### src/rtl/nrisc_ddata_arbiter.sv
// Two-master arbiter for the NRISC_UP D-Data memory port: core (C) has fixed priority,
// auxiliary master (X) is forced through after STARVE_LIM consecutive losses.
module nrisc_ddata_arbiter #(
    parameter int TAM        = 16,
    parameter int N_DData    = 16,
    parameter int MEM_LAT    = 2,
    parameter int STARVE_LIM = 3
) (
    input  logic               clk,
    input  logic               rst,
    input  logic               c_req,
    input  logic               c_load,
    input  logic               c_write,
    input  logic [2:0]         c_ctrl,
    input  logic [N_DData-1:0] c_addr,
    input  logic [TAM-1:0]     c_wdata,
    output logic               c_gnt,
    output logic               c_rvalid,
    output logic [TAM-1:0]     c_rdata,
    input  logic               x_req,
    input  logic               x_load,
    input  logic               x_write,
    input  logic [2:0]         x_ctrl,
    input  logic [N_DData-1:0] x_addr,
    input  logic [TAM-1:0]     x_wdata,
    output logic               x_gnt,
    output logic               x_rvalid,
    output logic [TAM-1:0]     x_rdata,
    output logic [N_DData-1:0] mem_addr,
    output logic [TAM-1:0]     mem_in,
    output logic               mem_load,
    output logic               mem_write,
    output logic [2:0]         mem_ctrl,
    input  logic [TAM-1:0]     mem_out,
    output logic               busy
);

    typedef enum logic [1:0] {S_IDLE, S_STROBE, S_WAIT, S_RESP} state_t;

    localparam logic [3:0] LAT_INIT   = 4'(MEM_LAT - 1);
    localparam logic [3:0] STARVE_MAX = 4'(STARVE_LIM);

    state_t               state_reg, state_next;
    logic                 owner_x_reg;
    logic                 op_write_reg;
    logic [3:0]           lat_cnt_reg;
    logic [3:0]           starve_cnt_reg;
    logic [N_DData-1:0]   addr_reg;
    logic [TAM-1:0]       wdata_reg;
    logic [2:0]           ctrl_reg;
    logic [TAM-1:0]       c_rdata_reg, x_rdata_reg;
    logic                 c_rvalid_reg, x_rvalid_reg;

    logic c_valid, x_valid, c_wins, x_wins;

    always_comb begin
        c_valid = c_req & (c_load | c_write);
        x_valid = x_req & (x_load | x_write);
        // X is forced through once it has lost STARVE_LIM times in a row
        c_wins  = (state_reg == S_IDLE) && c_valid &&
                  !(x_valid && (starve_cnt_reg == STARVE_MAX));
        x_wins  = (state_reg == S_IDLE) && x_valid && !c_wins;
    end

    always_comb begin
        state_next = state_reg;
        case (state_reg)
            S_IDLE:   if (c_wins || x_wins) state_next = S_STROBE;
            S_STROBE: begin
                if (op_write_reg)       state_next = S_IDLE;
                else if (MEM_LAT == 1)  state_next = S_RESP;
                else                    state_next = S_WAIT;
            end
            S_WAIT:   if (lat_cnt_reg == 4'd1) state_next = S_RESP;
            S_RESP:   state_next = S_IDLE;
            default:  state_next = S_IDLE;
        endcase
    end

    always_ff @(posedge clk or posedge rst) begin
        if (rst) begin
            state_reg      <= S_IDLE;
            owner_x_reg    <= 1'b0;
            op_write_reg   <= 1'b0;
            lat_cnt_reg    <= '0;
            starve_cnt_reg <= '0;
            addr_reg       <= '0;
            wdata_reg      <= '0;
            ctrl_reg       <= '0;
            c_rdata_reg    <= '0;
            x_rdata_reg    <= '0;
            c_rvalid_reg   <= 1'b0;
            x_rvalid_reg   <= 1'b0;
        end else begin
            state_reg <= state_next;

            if (c_wins || x_wins) begin
                owner_x_reg  <= x_wins;
                // load and write together count as a write
                op_write_reg <= x_wins ? x_write : c_write;
                addr_reg     <= x_wins ? x_addr  : c_addr;
                wdata_reg    <= x_wins ? x_wdata : c_wdata;
                ctrl_reg     <= x_wins ? x_ctrl  : c_ctrl;
            end

            if (x_wins)
                starve_cnt_reg <= '0;
            else if (c_wins && x_valid && starve_cnt_reg != STARVE_MAX)
                starve_cnt_reg <= starve_cnt_reg + 4'd1;

            if (state_reg == S_STROBE && !op_write_reg)
                lat_cnt_reg <= LAT_INIT;
            else if (state_reg == S_WAIT)
                lat_cnt_reg <= lat_cnt_reg - 4'd1;

            if (state_reg == S_RESP) begin
                if (owner_x_reg) x_rdata_reg <= mem_out;
                else             c_rdata_reg <= mem_out;
            end

            // rvalid is registered so it lands on the IDLE cycle after RESP
            c_rvalid_reg <= (state_reg == S_RESP) && !owner_x_reg;
            x_rvalid_reg <= (state_reg == S_RESP) &&  owner_x_reg;
        end
    end

    always_comb begin
        busy      = (state_reg != S_IDLE);
        mem_load  = (state_reg == S_STROBE) && !op_write_reg;
        mem_write = (state_reg == S_STROBE) &&  op_write_reg;
        c_gnt     = (state_reg == S_STROBE) && !owner_x_reg;
        x_gnt     = (state_reg == S_STROBE) &&  owner_x_reg;
        mem_addr  = addr_reg;
        mem_in    = wdata_reg;
        mem_ctrl  = ctrl_reg;
        c_rvalid  = c_rvalid_reg;
        x_rvalid  = x_rvalid_reg;
        c_rdata   = c_rdata_reg;
        x_rdata   = x_rdata_reg;
    end

endmodule

### config.mk
export PLATFORM = sky130hd
export DESIGN_NAME = nrisc_ddata_arbiter
export DESIGN_NICKNAME = d
export VERILOG_FILES = /design/src/rtl/nrisc_ddata_arbiter.sv
export SDC_FILE = /design/constraint.sdc
export NUM_CORES = 1
export LEC_CHECK = 0
export ABC_AREA = 1
export BUFFER_PORTS_ARGS = -buffer_cell sky130_fd_sc_hd__buf_2
export CELL_PAD_IN_SITES_DETAIL_PLACEMENT = 0
export CELL_PAD_IN_SITES_GLOBAL_PLACEMENT = 1
export CORE_MARGIN = 3
export CORE_UTILIZATION = 30
export DETAILED_ROUTE_END_ITERATION = 10
export GPL_ROUTABILITY_DRIVEN = 0
export MAX_ROUTING_LAYER = met4
export PLACE_DENSITY = 0.71
export SYNTH_ARGS = -nofsm -noshare
export SYNTH_HDL_FRONTEND = slang
export SYNTH_SLANG_ARGS = --single-unit
### constraint.sdc
create_clock -name clk -period 3.3 [get_ports clk]
set_clock_uncertainty 0.2 [all_clocks]
set_input_delay 0.66 -clock clk [delete_from_list [all_inputs] [get_ports clk]]
set_output_delay 0.66 -clock clk [all_outputs]
set_load 0.1 [all_outputs]
==> summary.txt <==
Outcome
  • Outcome: finished, final reports clean

Worst setup path
  • FF-to-FF Start: starve_cnt_reg[0]$_DFFE_PP0P_
  • CP Class: flip-flop to primary output
  • Worst Path Required: 2440 ps
  • Reg2Reg Setup Slack: 1180 ps
  • CP endpoint kind: primary output
  • Largest stage delay, worst path: 450 ps
  • Critical Path Sink: mem_load
  • Crit path DAT: 1570 ps
  • Reg2Reg Depth: 8
  • FF-to-FF End: mem_addr[13]$_DFFE_PP0P_
  • Worst-path cell chain: inv_2 > nand2_1 > nor2_1 > buf_2
  • Critical-path top delay cell: buf_2
  • Startpoint types: flip-flop
  • CP Max Fanout: 5

Floorplan
  • Die width: 116 um
  • Row cnt: 39
  • Die area: 0.0134 mm2
  • IO Count: between 150 and 200
  • Core area: 0.0116 mm2
  • Initial Util: 31.2%
  • Chip height: 116 um

Detailed routing
  • DRC Markers: 0
  • Via density: ~4.9
  • Number of iterations in the first detailed-routing pass: 4
  • Avg WL per Cell: 14.9 um
  • Via count: approximately 3500
  • Final WL: 10600 um
  • Initial DRC Count: 246
  • Antenna viol nets, final: 0

Final layout
  • Commonest non-fill, non-tap cell in the layout: buf_2
  • Commonest non-fill, non-tap cells in the layout: buf_2 (167), nand3_1 (151), dfrtp_1 (81)
  • Ratio of cells with drive above 1 in the final layout: 36.4%
  • # diodes: 0
  • Synthesis-to-finish area growth: 34.5%
  • Fin nets: roughly 660
  • Final core occ: 42.0%
  • Number of fill cells: 1158

Clock network
  • Depth of the CTS H-tree: 3
  • Skew-Pair Late Insertion Delay: 330 ps
  • CTS Buffer Depth: 2
  • Num Clock Sinks: 81
  • CTS tree: done
  • Resized Gates After CTS: 0
  • Clock-pin slew on the worst setup and hold paths: 60 ps
  • Postcts setup bufs: 0
  • CTS Buf Count: 9
  • # hold bufs at CTS: 0
  • Root Driver: clkbuf_16

Job
  • Max cap viols: 0

Timing
  • Setup Viol. Count Final: 0
  • Fin. Hold Viols: 0
  • Fmax: 0.412 GHz
  • Worst-Margin Slew: 691 ps
  • Pins Over Slew Limit: 0
  • Final Critical Period: 2430 ps
  • Period utilization: between 70% and 80%
  • Rel. slew slack: 53.9%
  • RSZ-0062 raised after global routing: no
  • Setup TNS: 0 ps

Yosys
  • Synth Instances: 403
  • Seq/Total Area, Yosys: 55.9%
  • Mapped Nets: 500
  • Top_reg_cell synth: dfrtp_1
  • Ys Warns: 0
  • Post-synth EDFFs: 0
  • Post-Synthesis Cell Area: approximately 0.0036 mm2
  • Netlist cell types: 24
  • Avg Cell Area, Syn: 8.99 um2
  • Async SR Flop Fraction: 100%
  • Synth Register Bits: 81

Global routing
  • Initial antenna violation count: 0
  • Largest net degree at the start of global routing: 44
  • First-pass GRT wire length: 17000 um
  • Vias in the first global route: 3417
  • All-Layer GR Usage: ~17%
  • Grt total ovfl: 0

Hold path
  • HP Class: primary input to async pin

Place
  • Detailed Place HPWL: 7400 um
  • PortBufs: between 150 and 200
==> layout make-up <==
class	count	area (um2)	area share (%)
flip-flops and latches	81	2030	41.6
multi-input cells	259	1310	26.8
repair buffers	175	908	18.6
clock buffers	9	225	4.62
well taps	143	179	3.67
inverters	35	133	2.72
clock inverters	7	93.8	1.93
==> synthesized netlist by cell type (2+ instances only) <==
library cell,n,share of area [%]
buf_1,4,0.41
nand2_2,2,0.35
inv_2,5,0.52
a21oi_1,3,0.41
clkbuf_1,12,1.2
dfrtp_1,81,56
ha_1,3,1.0
o22ai_1,2,0.35
nand2_1,43,4.5
buf_6,6,1.9
nand4_1,2,0.35
nand3_1,151,21
nor2_1,9,0.93
buf_2,6,0.83
nor2_2,2,0.35
o21ai_0,20,2.8
o21ai_1,16,2.2
inv_1,30,3.1
==> worst min path at each step <==
| stage | from | end | slack [ps] | depth (start not counted) |
|---|---|---|---|---|
| final | rst | c_rdata[6]$_DFFE_PP0P_ | 200 | 2 |
| after global routing | rst | x_rvalid$_DFF_PP0_ | 250 | 2 |
| after CTS | rst | x_rvalid$_DFF_PP0_ | 220 | 2 |
| after detailed placement | x_rdata[8]$_DFFE_PP0P_ | x_rdata[8]$_DFFE_PP0P_ | 270 | 2 |
| after global placement | x_rdata[13]$_DFFE_PP0P_ | x_rdata[13]$_DFFE_PP0P_ | 260 | 2 |
| after floorplan | starve_cnt_reg[1]$_DFFE_PP0P_ | starve_cnt_reg[1]$_DFFE_PP0P_ | 270 | 2 |
==> worst max-delay path: cells and delay by family (launching register included) <==
family	cells	cell delay (ps)
buffers and inverters	2	570
AND/OR/NAND/NOR	2	280
flip-flops	1	390
==> per-layer routing <==
layer  part of all wire (%)  wire length (um)  up-vias  track usage [%]
met5                      0                 0        -                -
met4                   0.77                82        0             5.57
met3                    8.2               866        6             4.91
met2                     43              4550      159             23.2
met1                     48              5100     1618             23.4
li1                       -                 -     1685                -
==> per-stage QoR <==
stage	cell area [um2]	setup WS, ps	cells	hold slack (ps)
final	4870	874	709	205
after global routing	4870	757	709	246
after CTS	4870	840	709	215
after detailed placement	4560	957	693	272
after global placement	4560	990	693	263
after floorplan	3620	360	403	274
==> logic make-up after synthesis <==
kind of cell	after synthesis	share of synthesized area, %
XOR/XNOR	1	0.242
adder cells (fa/ha/maj)	3	1.04
flip-flops	81	55.9
buffers and inverters	63	7.97
AO/OA/AOI/OAI	42	5.97
AND/OR/NAND/NOR	213	28.9
Power is left out: the tool's default activity adds up to more than one toggle a clock period on the data nets, which glitch-free logic cannot reach.
